==> config.mk <==
export PLATFORM = sky130hd
export DESIGN_NAME = umai_slave_tx
export DESIGN_NICKNAME = d
export VERILOG_FILES = /design/src/rtl/umai_slave_tx.sv
export SDC_FILE = /design/constraint.sdc
export NUM_CORES = 2
export LEC_CHECK = 0
export ABC_AREA = 1
export CORE_AREA = 3 3 402 404
export CTS_CLUSTER_DIAMETER = 100
export CTS_CLUSTER_SIZE = 14
export DETAILED_ROUTE_END_ITERATION = 10
export DIE_AREA = 0 0 405 407
export SYNTH_ARGS = -nofsm -noshare
export SYNTH_HDL_FRONTEND = slang
export SYNTH_SLANG_ARGS = --single-unit
==> constraint.sdc <==
create_clock -name i_clk -period 33.8 [get_ports i_clk]
set_clock_uncertainty 0.05 [all_clocks]
set_input_delay 3.38 -clock i_clk [delete_from_list [all_inputs] [get_ports i_clk]]
set_output_delay 3.38 -clock i_clk [all_outputs]
set_load 0.01 [all_outputs]
==> src/rtl/umai_slave_tx.sv <==
// umai_slave_tx: transmit half of the UMAI slave bridge.
//
// Takes UMAI write commands, read commands and 512-bit write data words from the local
// slave interface and packs them into 72-bit AIB flits spread across the channel window
// c_first_chn_id..c_last_chn_id. All flits in flight form one "bundle" that is consumed
// all-or-nothing once every valid channel sees ready.
//
// Ports:
//   i_clk, i_rst                 clock, asynchronous active-high reset
//   c_first_chn_id/c_last_chn_id static channel window (first <= last < NumChannels)
//   i_umai_wcmd_*/o_umai_wcmd_ready  write command (addr 32b, len = beats-1 6b)
//   i_umai_rcmd_*/o_umai_rcmd_ready  read command  (addr 32b, len = beats-1 6b)
//   i_umai_wvalid/wdata/o_umai_wready  write data beat, lane k = wdata[64k+63:64k]
//   o_tx_valid/i_tx_ready/o_tx_data  per-channel flit launch (72b per channel, flat)
//
// Optional macro UMAI_SLAVE_TX_PERF_EN adds o_perf_bundles (completed bundles) and
// o_perf_stall (cycles holding an incomplete bundle); both wrap at 2^32.

module umai_slave_tx #(
   parameter int unsigned NumChannels = 6
) (
   input  logic                        i_clk,
   input  logic                        i_rst,
   input  logic [2:0]                  c_first_chn_id,
   input  logic [2:0]                  c_last_chn_id,
   input  logic                        i_umai_wcmd_valid,
   output logic                        o_umai_wcmd_ready,
   input  logic [31:0]                 i_umai_wcmd_addr,
   input  logic [5:0]                  i_umai_wcmd_len,
   input  logic                        i_umai_rcmd_valid,
   output logic                        o_umai_rcmd_ready,
   input  logic [31:0]                 i_umai_rcmd_addr,
   input  logic [5:0]                  i_umai_rcmd_len,
   input  logic                        i_umai_wvalid,
   output logic                        o_umai_wready,
   input  logic [511:0]                i_umai_wdata,
   output logic [NumChannels-1:0]      o_tx_valid,
   input  logic [NumChannels-1:0]      i_tx_ready,
   output logic [72*NumChannels-1:0]   o_tx_data
`ifdef UMAI_SLAVE_TX_PERF_EN
   ,
   output logic [31:0]                 o_perf_bundles,
   output logic [31:0]                 o_perf_stall
`endif
);

   // Holding registers
   logic                       wcmd_vld_q, wcmd_vld_d;
   logic [31:0]                wcmd_addr_q, wcmd_addr_d;
   logic [5:0]                 wcmd_len_q, wcmd_len_d;
   logic                       rcmd_vld_q, rcmd_vld_d;
   logic [31:0]                rcmd_addr_q, rcmd_addr_d;
   logic [5:0]                 rcmd_len_q, rcmd_len_d;
   logic                       wd_vld_q, wd_vld_d;
   logic [511:0]               wd_data_q, wd_data_d;
   logic [2:0]                 lp_q, lp_d;

   // Write beats announced by placed commands but not yet sent
   logic [6:0]                 credit_q, credit_d;
   // Round-robin pointer: 0 favours read, 1 favours write
   logic                       rr_q, rr_d;

   // Launch register
   logic [NumChannels-1:0]     tx_valid_q, tx_valid_d;
   logic [72*NumChannels-1:0]  tx_data_q, tx_data_d;

   logic                       launch_free;
   logic                       wcmd_can;
   logic                       grant_w, grant_r, cmd_placed;
   logic                       w_go, r_go;
   logic                       data_elig, retire;
   logic [3:0]                 first_w, last_w, dfirst_w, nlanes, lp_end;
   logic [3:0]                 chn, lane;
   logic [71:0]                cmd_flit;
   logic [NumChannels-1:0]     bnd_valid;
   logic [72*NumChannels-1:0]  bnd_data;

   // Arbitration and bundle construction
   always_comb begin
      // The stage can take a new bundle if no valid channel is waiting on ready.
      launch_free = ((tx_valid_q & ~i_tx_ready) == '0);

      // Block command placement while credit is high so the 7-bit counter cannot wrap.
      wcmd_can   = wcmd_vld_q & ~credit_q[6];
      grant_w    = wcmd_can & (~rcmd_vld_q | rr_q);
      grant_r    = rcmd_vld_q & (~wcmd_can | ~rr_q);
      cmd_placed = grant_w | grant_r;
      w_go       = launch_free & grant_w;
      r_go       = launch_free & grant_r;

      if (grant_w) begin
         cmd_flit = {2'b11, 32'd0, wcmd_len_q, wcmd_addr_q};
      end else begin
         cmd_flit = {2'b10, 32'd0, rcmd_len_q, rcmd_addr_q};
      end

      first_w  = {1'b0, c_first_chn_id};
      last_w   = {1'b0, c_last_chn_id};
      dfirst_w = first_w + {3'd0, cmd_placed};
      nlanes   = last_w + 4'd1 - dfirst_w;

      // A word may ride with its own wcmd even before credit exists.
      data_elig = wd_vld_q & ((credit_q != 7'd0) | grant_w);
      lp_end    = {1'b0, lp_q} + nlanes;
      retire    = launch_free & data_elig & (lp_end >= 4'd8);

      bnd_valid = '0;
      bnd_data  = '0;
      chn       = 4'd0;
      lane      = 4'd0;
      for (int c = 0; c < int'(NumChannels); c++) begin
         chn = 4'(c);
         if (cmd_placed && (chn == first_w)) begin
            bnd_valid[c]        = 1'b1;
            bnd_data[c*72 +: 72] = cmd_flit;
         end else if (data_elig && (chn >= dfirst_w) && (chn <= last_w)) begin
            lane         = {1'b0, lp_q} + (chn - dfirst_w);
            bnd_valid[c] = 1'b1;
            // Channels past the end of the word go out as valid padding (bit64 = 0).
            if (lane < 4'd8) begin
               bnd_data[c*72 +: 72] = {7'd0, 1'b1, wd_data_q[{lane[2:0], 6'd0} +: 64]};
            end
         end
      end
   end

   // Holding registers, credit, arbitration pointer and launch register next state
   always_comb begin
      o_umai_wcmd_ready = (~wcmd_vld_q | w_go) & ~credit_q[6];
      o_umai_rcmd_ready = ~rcmd_vld_q | r_go;
      o_umai_wready     = ~wd_vld_q | retire;

      wcmd_vld_d  = wcmd_vld_q;
      wcmd_addr_d = wcmd_addr_q;
      wcmd_len_d  = wcmd_len_q;
      if (i_umai_wcmd_valid && o_umai_wcmd_ready) begin
         wcmd_vld_d  = 1'b1;
         wcmd_addr_d = i_umai_wcmd_addr;
         wcmd_len_d  = i_umai_wcmd_len;
      end else if (w_go) begin
         wcmd_vld_d = 1'b0;
      end

      rcmd_vld_d  = rcmd_vld_q;
      rcmd_addr_d = rcmd_addr_q;
      rcmd_len_d  = rcmd_len_q;
      if (i_umai_rcmd_valid && o_umai_rcmd_ready) begin
         rcmd_vld_d  = 1'b1;
         rcmd_addr_d = i_umai_rcmd_addr;
         rcmd_len_d  = i_umai_rcmd_len;
      end else if (r_go) begin
         rcmd_vld_d = 1'b0;
      end

      wd_vld_d  = wd_vld_q;
      wd_data_d = wd_data_q;
      lp_d      = lp_q;
      if (i_umai_wvalid && o_umai_wready) begin
         wd_vld_d  = 1'b1;
         wd_data_d = i_umai_wdata;
         lp_d      = 3'd0;
      end else if (retire) begin
         wd_vld_d = 1'b0;
         lp_d     = 3'd0;
      end else if (launch_free && data_elig) begin
         lp_d = lp_end[2:0];
      end

      credit_d = credit_q;
      if (w_go) begin
         credit_d = credit_d + {1'b0, wcmd_len_q} + 7'd1;
      end
      if (retire) begin
         credit_d = credit_d - 7'd1;
      end

      rr_d = rr_q;
      if (launch_free && cmd_placed) begin
         rr_d = grant_r;
      end

      tx_valid_d = tx_valid_q;
      tx_data_d  = tx_data_q;
      if (launch_free) begin
         tx_valid_d = bnd_valid;
         tx_data_d  = bnd_data;
      end
   end

   always_ff @(posedge i_clk or posedge i_rst) begin
      if (i_rst) begin
         wcmd_vld_q  <= 1'b0;
         wcmd_addr_q <= '0;
         wcmd_len_q  <= '0;
         rcmd_vld_q  <= 1'b0;
         rcmd_addr_q <= '0;
         rcmd_len_q  <= '0;
         wd_vld_q    <= 1'b0;
         wd_data_q   <= '0;
         lp_q        <= '0;
         credit_q    <= '0;
         rr_q        <= 1'b0;
         tx_valid_q  <= '0;
         tx_data_q   <= '0;
      end else begin
         wcmd_vld_q  <= wcmd_vld_d;
         wcmd_addr_q <= wcmd_addr_d;
         wcmd_len_q  <= wcmd_len_d;
         rcmd_vld_q  <= rcmd_vld_d;
         rcmd_addr_q <= rcmd_addr_d;
         rcmd_len_q  <= rcmd_len_d;
         wd_vld_q    <= wd_vld_d;
         wd_data_q   <= wd_data_d;
         lp_q        <= lp_d;
         credit_q    <= credit_d;
         rr_q        <= rr_d;
         tx_valid_q  <= tx_valid_d;
         tx_data_q   <= tx_data_d;
      end
   end

   assign o_tx_valid = tx_valid_q;
   assign o_tx_data  = tx_data_q;

`ifdef UMAI_SLAVE_TX_PERF_EN
   logic [31:0] perf_bundles_q, perf_bundles_d;
   logic [31:0] perf_stall_q, perf_stall_d;

   always_comb begin
      perf_bundles_d = perf_bundles_q;
      perf_stall_d   = perf_stall_q;
      if (tx_valid_q != '0) begin
         if (launch_free) begin
            perf_bundles_d = perf_bundles_q + 32'd1;
         end else begin
            perf_stall_d = perf_stall_q + 32'd1;
         end
      end
   end

   always_ff @(posedge i_clk or posedge i_rst) begin
      if (i_rst) begin
         perf_bundles_q <= '0;
         perf_stall_q   <= '0;
      end else begin
         perf_bundles_q <= perf_bundles_d;
         perf_stall_q   <= perf_stall_d;
      end
   end

   assign o_perf_bundles = perf_bundles_q;
   assign o_perf_stall   = perf_stall_q;
`endif

endmodule

Word level (Yosys, flattened, before mapping)
Cells that the tools add are included.

storage, ports and cells
  register bits = 1040
  latch bits = 0
  RAM bits = 0
  ROM bits = 0
  input bits = 605
  output and inout bits = 441
  word-level logic and storage cells = 156
  memories kept = 0

operators by class
  $add $sub $neg = 19
  multipliers = 0
  divide/modulo/power cells = 0
  $lt $le $gt $ge = 18
  equality and inequality tests = 5
  shift-type cells = 6
  muxes and demuxes = 42
  bitwise gates (word level) = 24
  reductions and logical operators = 29

operators by type and width
  kind                                                                                 count
  512-bit by 10-bit indexed part select with 64-bit output                             6
  65-bit 2-to-1 mux                                                                    12
  72-bit 2-to-1 mux                                                                    6
  71-bit 2-to-1 mux                                                                    1
  3-bit by 4-bit adder with 4-bit output                                               7
  4-bit < comparator (second input constant)                                           6
  1-bit logical AND                                                                    22
  1-bit 2-to-1 mux                                                                     18
  7-bit 2-to-1 mux                                                                     2
  1-bit AND                                                                            9
  3-bit 2-to-1 mux                                                                     3
  1-bit by 4-bit greater-or-equal comparator with 1-bit output (first input constant)  2
  2-bit by 4-bit greater-or-equal comparator with 1-bit output (first input constant)  2
  3-bit by 4-bit greater-or-equal comparator with 1-bit output (first input constant)  2
  1-bit by 4-bit subtractor with 4-bit output (first input constant)                   2
  2-bit by 4-bit subtractor with 4-bit output (first input constant)                   2
  3-bit by 4-bit subtractor with 4-bit output (first input constant)                   2
  7-bit by 1-bit adder with 7-bit output (second input constant)                       1
  7-bit by 6-bit adder with 7-bit output                                               1
  1-bit OR                                                                             7
  7-bit nonzero test                                                                   1
  7-bit by 1-bit subtractor with 7-bit output (second input constant)                  1
  6-bit AND                                                                            1
  2-bit by 3-bit == test with 1-bit output (first input constant)                      2
  other kinds (15)                                                                     25

Logic depth before layout (Yosys ltp)
  depth in word-level cells = 14
  gate-level depth with buffers = 26
  depth with buffers taken out = 24

Worst setup path before layout
OpenSTA, ideal clock, no wires.

  path kind = input -> output
  from = in c_first_chn_id[0]
  to = out o_umai_wready
  arrival time = 5890 ps
  data required time = 30370 ps
  setup slack = 24480 ps
  stages on the path = 17
  buffers on the path = 2
  path through = ha_1 ha_1 or2_1 nand2_2 fa_1 ha_1 nand2_1 nand2_1 inv_1 o21ai_0 nand2_1 nand2_1 inv_1 nand2_2 nand2_2 buf_2 clkbuf_1

on the way
  word-level cells in the longest chain between the ends = 6

ends and longest elaborated chain
  element                                 RTL line  source
  start, declared                         24        input logic [2:0] c_first_chn_id,
  3-bit by 1-bit adder with 4-bit output  99        dfirst_w = first_w + {3'd0, cmd_placed};
  4-bit subtractor                        100       nlanes = last_w + 4'd1 - dfirst_w;
  3-bit by 4-bit adder with 4-bit output  104       lp_end = {1'b0, lp_q} + nlanes;
  4-bit greater-or-equal comparator       105       retire = launch_free & data_elig & (lp_end >= 4'd8);
  1-bit AND                               105
  1-bit OR                                131       o_umai_wready = ~wd_vld_q | retire;
  end, declared                           35        output logic o_umai_wready,

No other way between the ends.

Worst setup path after layout
Ends and elaborated chain as after synthesis.

==> summary.txt <==
GR Util met2: 0.5491
min-delay worst type: reg -> reg
syn_area_per_cell: 7.455 sq um
H-tree Lvls: 3
Slew Viols, Final: 0
# port buffers: 1,015
HPWL after detailed placement: 210,100 microns
Least-Margin Pin Slew: 1380 ps
CP endpoint kind: primary output
Seq/Total Area, Yosys: 0.4510
Vias: 56.87k
clock slew at reported path FFs: 70 ps
commonest non-fill, non-tap cell in the layout: nand2_1
Die W: 405 microns
fin cells: 10.24k
Overall Global Routing Usage: 0.3356
fillcell total: 15.92k
ys async rst share: 1.000
via-per-instance ratio: 5.555
Die Height: 407 microns
row count: 146
Starting Density: 0.3543
Setup CP Type: in -> out
GR Overflow Total: 0
most frequent cells in the layout: 2,348 x nand2_1, 1,154 x o21ai_0, 1,014 x clkdlybuf4s50_1
drt total wl: 285,400 microns
synth top area cells: dfrtp_1 45%, nand2_1 16%, o21ai_0 10%, a21oi_1 3.8%, nand3_1 3.4%
synth-to-layout area growth: 24.14%
Clock Tree Root: clkbuf_16
status: finished, final reports clean
flops & latches, synth: 1,010
Hold Crit Start: wcmd_addr_q[27]
number of global-route vias before repair: 53.69k
global route hottest layer: met2
Syn. warnings: 0
RR Endpoint: wd_data_q[299]
unrepaired setup endpoints after global routing: no
initial antenna violation count: 39
Worst-Skew Late Latency: 720 ps
die footprint: 164,800 sq um
CP max FO: 40
startpoint types: input pin
Cell Pwr Density: 132.6 nW/um^2
# DRC: 0
top_reg_cell synth: dfrtp_1
WP data required: 30,370 ps
WHS Path Cells: 2
first-pass GRT wire length: 396,500 microns
Final ANT Viol Nets: 0
CTS buffer count: 84
Resize count post-CTS: 0
CTS max path bufs: 3
Max VDD drop: 0.09384 mV
core area: 158,200 sq um
number of library cell types mapped by synthesis: 46
DRT Pass-1 Iters: 6
initial drt markers: 6,401
setup TNS: 0 ps
area share of the largest cell type after synthesis: 0.4510
final hold violation count: 0
CTS tree: done
cell taking the most area after synthesis: dfrtp_1
Reg2Reg Depth: 21
routed len/inst: 27.88 microns
final hold slack: 421.9 ps
Max transition margin: 0.06997
setup slack, reg-to-reg: 27,440 ps
placed cell count: 10.12k
CTS Sinks: 1,010
largest net degree at the start of global routing: 177
Final setup violation count: 0
# IOs: 1,046
fmax: 94.76 MHz
# hold bufs at CTS: 0
met1 Use GR: 0.4013
Final Cycle Share: 0.3122
leakage power: 32.94 nW
Final min period: 10,550 ps
GP Congestion: 0.9865
GRT met3 Usage: 0.06160
Syn Inst Count: 7,518
Arr. time, crit path: 7120 ps
Post-synth EDFFs: 0
WHS Endpoint: wcmd_addr_q[27]
layout net count: 8,777
fraction of layout cells with a size suffix above 1: 0.03498
setup bufs post-CTS: 0
RR Startpoint: credit_q[6]
area of the mapped netlist: 56,050 sq um
Max Cap Viol: 0
-- synthesized netlist by cell type, drive strengths merged (20+ instances only) --
library cell  instances
ha                   26
a21oi               432
buf                 270
o22ai                21
and2                 20
a211oi               39
o21ai              1157
o21bai              114
nor2                474
o211ai              105
nand2              2365
inv                 413
a21o                 39
o21a                 41
mux2i               156
a22o                 34
clkbuf              337
nand3               384
dfrtp              1010
mux2                 24
-- layout make-up --
type / instances / area [sq um] / area share
clock inverter: 9 / 165.2 / 0.002374
inverter: 417 / 1592 / 0.02287
tap: 2072 / 2592 / 0.03726
timing repair buffer: 1109 / 10960 / 0.1575
sequential: 1010 / 25270 / 0.3633
clock buffer: 89 / 2205 / 0.03169
antenna: 19 / 47.55 / 0.0006834
multi-input combinational: 5513 / 26740 / 0.3844
-- sequential cells by signal, summed over array words and instances (netlist names) --
name         cells
wd_vld_q         1
credit_q         7
wd_data_q      512
o_tx_data      402
rcmd_vld_q       1
rr_q             1
rcmd_len_q       6
wcmd_addr_q     32
lp_q             3
wcmd_vld_q       1
o_tx_valid       6
rcmd_addr_q     32
wcmd_len_q       6
-- worst max path at each step --
stage / start / to / slack, ps / cells after the start
final: c_first_chn_id[0] / o_umai_wready / 23250 / 16
after global routing: c_first_chn_id[0] / o_umai_wready / 23040 / 16
after CTS: c_first_chn_id[0] / o_umai_wready / 23240 / 16
after detailed placement: c_first_chn_id[0] / o_umai_wready / 23240 / 16
after global placement: c_first_chn_id[0] / o_umai_wready / 23170 / 16
after floorplan: i_rst / credit_q[0] / 1950 / 1
-- stage by stage --
step,setup WS (ps),instance area [sq um],power [mW],util
global route,23040,69540,9.823,0.4396
global placement,23170,67160,8.118,0.4245
CTS,23240,69530,9.184,0.4395
floorplan,1950,56150,5.682,-
finish,23250,69580,9.228,0.4398
detailed placement,23240,67160,8.202,0.4245
-- worst max-delay path, stage by stage --
cell             delay (ps)
clkdlybuf4s50_1         460
ha_1                    290
ha_1                    210
or2_1                   210
nand2_2                 120
fa_1                    440
ha_1                    350
nand2_1                  80
nor2_1                  120
nor2_1                   50
nand2_1                  60
nand2_1                  90
inv_1                    80
nand2_2                 130
nand2_8                 340
clkdlybuf4s50_1         630
-- power by group --
part	leakage, nW	switching (mW)	internal (mW)	total [mW]
logic	19.2	4.30	1.86	6.16
clock network	1.16	0.496	0.472	0.968
registers	12.6	0.375	1.72	2.10
-- layer usage --
layer	wire length, microns	share of wire
met1	107000	0.37
met2	132700	0.46
met3	23300	0.082
met4	22300	0.078
met5	125	0.00044
-- cells by family after synthesis --
| family | share of synthesized area |
|---|---|
| compound gates | 0.1960 |
| xor+xnor | 0.001875 |
| fa+ha+maj | 0.009734 |
| buf+inv | 0.07796 |
| flops | 0.4510 |
| mux | 0.03268 |
| other cells | 0.00006691 |
| simple gates | 0.2308 |
Power figures use the tool's default switching activity.
